<file path="src/rtl/parallel_to_serial_tx.sv">
// ---------------------------------------------------------------------------
// parallel_to_serial_tx
//
// Parallel-in, serial-out transmitter. A WIDTH-bit word is taken over a
// valid/ready handshake and shifted out one bit per enabled clock on dataOut.
// Per-bit valid and frame start/last markers go with the data. outputEnable
// lets the downstream receiver pause the stream without losing bits.
//
// Ports:
//   clock        in   system clock, rising edge
//   reset        in   synchronous, active-high
//   parallelIn   in   [WIDTH-1:0] word to send, sampled on accept only
//   loadValid    in   producer has a word on parallelIn
//   loadReady    out  a word can be accepted this cycle
//   outputEnable in   1 = shift this cycle, 0 = hold
//   dataOut      out  serial data bit (IDLE_LEVEL when no frame is active)
//   bitValid     out  dataOut is a real bit and is consumed this cycle
//   frameStart   out  bitValid for the first bit of a frame
//   frameLast    out  bitValid for the last bit of a frame
//   busy         out  a frame is in progress
// ---------------------------------------------------------------------------
module parallel_to_serial_tx #(
    parameter int WIDTH      = 8,
    parameter int MSB_FIRST  = 1,
    parameter bit IDLE_LEVEL = 1'b0
) (
    input  logic             clock,
    input  logic             reset,
    input  logic [WIDTH-1:0] parallelIn,
    input  logic             loadValid,
    output logic             loadReady,
    input  logic             outputEnable,
    output logic             dataOut,
    output logic             bitValid,
    output logic             frameStart,
    output logic             frameLast,
    output logic             busy
);

    localparam int                CNT_W    = $clog2(WIDTH);
    localparam logic [CNT_W-1:0] LAST_CNT = CNT_W'(WIDTH - 1);

    typedef enum logic {
        IDLE  = 1'b0,
        SHIFT = 1'b1
    } state_t;

    state_t           state_q, state_d;
    logic [WIDTH-1:0] shift_reg_q, shift_reg_d;
    logic [CNT_W-1:0] bit_count_q, bit_count_d;

    logic accept;
    logic head_bit;

    // Output decode: everything is combinational from the registers and
    // outputEnable, so a pause takes effect in the same cycle.
    assign busy       = (state_q == SHIFT);
    assign bitValid   = busy & outputEnable;
    assign frameStart = bitValid & (bit_count_q == '0);
    assign frameLast  = bitValid & (bit_count_q == LAST_CNT);

    // Ready while idle, or on the last bit so the next frame follows with no
    // gap. Never looks at loadValid.
    assign loadReady  = (state_q == IDLE) | frameLast;
    assign accept     = loadValid & loadReady;

    assign head_bit   = (MSB_FIRST != 0) ? shift_reg_q[WIDTH-1] : shift_reg_q[0];
    assign dataOut    = busy ? head_bit : IDLE_LEVEL;

    always_comb begin
        state_d     = state_q;
        shift_reg_d = shift_reg_q;
        bit_count_d = bit_count_q;

        if (accept) begin
            // Covers both the idle load and the back-to-back load on frameLast.
            state_d     = SHIFT;
            shift_reg_d = parallelIn;
            bit_count_d = '0;
        end else if (bitValid) begin
            // Move the next bit into the head position; vacated bit fills 0.
            if (MSB_FIRST != 0) begin
                shift_reg_d = {shift_reg_q[WIDTH-2:0], 1'b0};
            end else begin
                shift_reg_d = {1'b0, shift_reg_q[WIDTH-1:1]};
            end

            if (frameLast) begin
                state_d     = IDLE;
                bit_count_d = '0;
            end else begin
                bit_count_d = bit_count_q + CNT_W'(1);
            end
        end
    end

    always_ff @(posedge clock) begin
        if (reset) begin
            state_q     <= IDLE;
            shift_reg_q <= '0;
            bit_count_q <= '0;
        end else begin
            state_q     <= state_d;
            shift_reg_q <= shift_reg_d;
            bit_count_q <= bit_count_d;
        end
    end

endmodule

</file>
<file path="config.mk">
export PLATFORM = sky130hd
export DESIGN_NAME = parallel_to_serial_tx
export DESIGN_NICKNAME = d
export VERILOG_FILES = /design/src/rtl/parallel_to_serial_tx.sv
export SDC_FILE = /design/constraint.sdc
export NUM_CORES = 1
export LEC_CHECK = 0
export CORE_AREA = 3 3 43 45
export CTS_BUF_LIST = sky130_fd_sc_hd__clkbuf_8
export CTS_CLUSTER_SIZE = 10
export DETAILED_ROUTE_END_ITERATION = 10
export DIE_AREA = 0 0 46 48
export PLACE_DENSITY = 0.7
export SLEW_MARGIN = 20
export SYNTH_ARGS = -nofsm -noshare
export SYNTH_HDL_FRONTEND = slang
export SYNTH_SLANG_ARGS = --single-unit
export TNS_END_PERCENT = 20
</file>
<file path="constraint.sdc">
create_clock -name clock -period 2 [get_ports clock]
set_input_delay 0.2 -clock clock [delete_from_list [all_inputs] [get_ports clock]]
set_output_delay 0.2 -clock clock [all_outputs]
set_load 0.02 [all_outputs]
</file>
==> flow_summary.rst <==
.. list-table::
   :header-rows: 1

   * - Metric
     - Value
   * - Switching portion of total power
     - 24.2%
   * - Final non-filler cell area
     - 878 sq um
   * - Final GP Congestion
     - 0.717
   * - Number of diodes
     - 0
   * - Clock network fraction of total power
     - 36.3%
   * - Crit Path Category
     - input pin to primary output
   * - Per-cell via count in the routed design
     - 5.89
   * - Number of global-route vias before repair
     - 540
   * - Chip Width
     - 46 um
   * - Number of clock buffers inserted by TritonCTS
     - 3
   * - Io pins
     - 18
   * - Per-instance average area after synthesis
     - 9.11 sq um
   * - Capturing element type of the critical path
     - primary output
   * - Detailed-route DRC error count
     - 0
   * - Unrepaired setup endpoints after global routing
     - false
   * - Count of instances resized after the clock tree is built
     - 1
   * - Clk pin slew, worst setup/hold paths
     - 0.05 ns
   * - Count of endpoints failing hold in the final timing report
     - 0
   * - Synth warn
     - 0
   * - Post-layout minimum cycle time
     - 1.80 ns
   * - First-pass GRT wire length
     - 2370 um
   * - Predominant post-synthesis flop cell
     - sky130_fd_sc_hd__dfxtp_1
   * - Pin count of the biggest net entering global routing
     - 14
   * - Crit share post-route
     - 90.1%
   * - Via Count
     - 630
   * - Remaining number of nets flagged by the antenna check after routing
     - 0
   * - Effective utilization at floorplan
     - 44.8%
   * - Vertical die dimension
     - 48 um
   * - Cell variety after synth
     - 23
   * - Worst min path class
     - input pin to register
   * - Count of input and output buffers
     - 17
   * - Total iterations of the first detailed-routing run
     - 4
   * - Synth top area cells
     - sky130_fd_sc_hd__dfxtp_1 (36%), sky130_fd_sc_hd__a221oi_1 (9.1%), sky130_fd_sc_hd__a211oi_1 (7.8%), sky130_fd_sc_hd__inv_1 (6.1%), sky130_fd_sc_hd__and3_1 (5.6%)
   * - Max Clock Freq
     - 555 MHz
   * - Floorplan core area
     - 0.00151 sq mm
   * - Layout cells sized above 1
     - 12.1%
   * - CP required
     - 1.80 ns
   * - Initial antenna violation count
     - 0
   * - HPWL after detailed placement
     - 1020 um
   * - Row cnt
     - 14
   * - CTS root buf
     - sky130_fd_sc_hd__clkbuf_8
   * - Post-CTS repair timing setup buffer count
     - 0
   * - Relative slew slack
     - 69.7%
   * - Cell with the most instances after synthesis
     - sky130_fd_sc_hd__dfxtp_1
   * - Max H-tree Level
     - 1
   * - Most frequent cells after synthesis
     - sky130_fd_sc_hd__dfxtp_1 (12), sky130_fd_sc_hd__inv_1 (11), sky130_fd_sc_hd__a211oi_1 (7), sky130_fd_sc_hd__a221oi_1 (7), sky130_fd_sc_hd__and3_1 (6)
   * - Buffer levels on the longest clock path
     - 2
   * - Post-synth net total
     - 89
   * - Syn-to-layout area delta
     - 30.2%
   * - Final number of setup-violating endpoints
     - 0
   * - Result of the run
     - completed
   * - Flop pwr share
     - 44.5%
   * - DP Area
     - 836 sq um
   * - Post-synth ARST share
     - 0%
   * - Clock insertion delay at the later pin of the skew report
     - 0.23 ns
   * - Count of hold buffers inserted by post-cts repair
     - 0
   * - DRT iter0 DRCs
     - 13
   * - Post-synthesis instance total
     - 74
   * - Tightest Pin Transition
     - 0.453 ns
   * - Final Slew Violations
     - 0
   * - Number of synthesized register bits
     - 12
   * - TritonCTS Sinks
     - 12
   * - Switching power total
     - 0.000143 W
   * - Leakage component of the power
     - 0.419 nW
   * - Critical path launch point type
     - input pin
   * - Syn Std Cell Area
     - 674 sq um
   * - Max rail drop VDD
     - 0.389 mV
   * - Portion of synthesized cell area occupied by the leading cell type
     - 35.6%
   * - Number of enable-type register cells in the synthesized netlist
     - 0
   * - Max_cap viols
     - 0
   * - Register area share after synthesis
     - 35.6%
   * - Part of the total power dissipated in combinational logic
     - 19.2%
   * - Internal power component
     - 0.000448 W
   * - Endpoint arrival time on the critical path
     - 1.60 ns
   * - Final layout net count
     - 108
   * - Total negative slack for setup checks
     - 0 ns
   * - Total Die Area
     - 0.00221 sq mm
   * - Pwr Density
     - 673 mW/mm^2
   * - Most area-hungry cell type in the Yosys netlist
     - sky130_fd_sc_hd__dfxtp_1
   * - GRT Resource Usage Total
     - 15.0%
   * - Final routed wire length divided by cell count
     - 14.1 um
   * - Crit path max fanout
     - 3
   * - Aggregate routed wire length
     - 1510 um
   * - Worst clock skew
     - 0.00249 ns
   * - Congestion Overflow GR
     - 0
   * - CTS tree
     - done
power by group through the flow:
stage	logic [W]	clock network (W)	registers, W
after CTS	0.000115	0.000219	0.000263
after global placement	0.000112	0	0.000267
after detailed placement	0.000114	0	0.000268
after global routing	0.000125	0.000229	0.000265
after floorplan	0.0000701	0	0.000268
final	0.000114	0.000214	0.000263
path summary, 6_finish.rpt:
| kind | start | slack [ns] | depth (start not counted) | to |
|---|---|---|---|---|
| worst max-delay path | outputEnable | 0.20 | 4 | frameStart |
| worst min register to register | bit_count_q[1] | 0.55 | 2 | bit_count_q[1] |
| worst min-delay path | parallelIn[1] | 0.51 | 3 | shift_reg_q[1] |
| worst max register to register | bit_count_q[0] | 0.29 | 6 | shift_reg_q[7] |
per-stage QoR:
stage	hold WS [ns]	setup slack, ns	utilization [%]	instances	total power [W]
final	0.512	0.197	58.3	107	0.000591
after global routing	0.524	0.139	58.3	107	0.000619
after CTS	0.512	0.0181	58.1	107	0.000596
after detailed placement	0.542	0.183	55.5	104	0.000382
after global placement	0.531	0.178	55.5	104	0.000379
after floorplan	0.279	0.396	-	74	0.000338
layer usage:
metal | vias up | GRT usage (%) | part of all wire (%)
met5 | - | 0 | 0
met4 | 0 | 5.11 | 0
met3 | 0 | 3.38 | 4.4
met2 | 16 | 26.6 | 51
met1 | 308 | 17.7 | 45
li1 | 306 | - | -
placed cells by master, fill, tap and decap left out, drive strengths merged, types with 2 or more instances in the layout:
| cell | netlist | routed |
|---|---|---|
| inv | 11 | 11 |
| nand2 | 2 | 2 |
| nor3 | 3 | 3 |
| and2 | 2 | 2 |
| a21oi | 2 | 2 |
| a211oi | 7 | 7 |
| nor2 | 2 | 2 |
| a221oi | 7 | 7 |
| ha | 3 | 3 |
| clkbuf | 2 | 3 |
| mux2i | 3 | 3 |
| and3 | 8 | 8 |
| clkdlybuf4s50 | 0 | 15 |
| buf | 4 | 4 |
| dfxtp | 12 | 12 |
area by class of cell:
cell class	instances	area [sq um]
Fill cell	148	628
Multi-Input combinational cell	44	334
Sequential cell	12	240
Timing Repair Buffer	21	201
Clock buffer	3	41.3
Inverter	11	41.3
Tap cell	16	20.0
registers in the layout, summed over array words and instances, names as in the netlist:
signal,cells
busy,1
bit_count_q,3
shift_reg_q,8
critical path, cell delays in order:
cell and delay [ns]:
sky130_fd_sc_hd__clkdlybuf4s50_1 0.48, sky130_fd_sc_hd__nand2_1 0.10, sky130_fd_sc_hd__nor3b_1 0.20, sky130_fd_sc_hd__clkdlybuf4s50_1 0.63
cells by family (layout without fill, tap and decap cells):
logic type                 after synthesis  count (layout)  synth area share [%]
buffers and inverters                   18              35                  14.8
DFF                                     12              12                  35.6
adders and majority gates                3               3                  5.57
and+or+nand+nor                         20              20                  18.0
muxes                                    3               3                  4.45
AOI/OAI and AO/OA                       18              18                  21.5
Power figures use the tool's default switching activity.
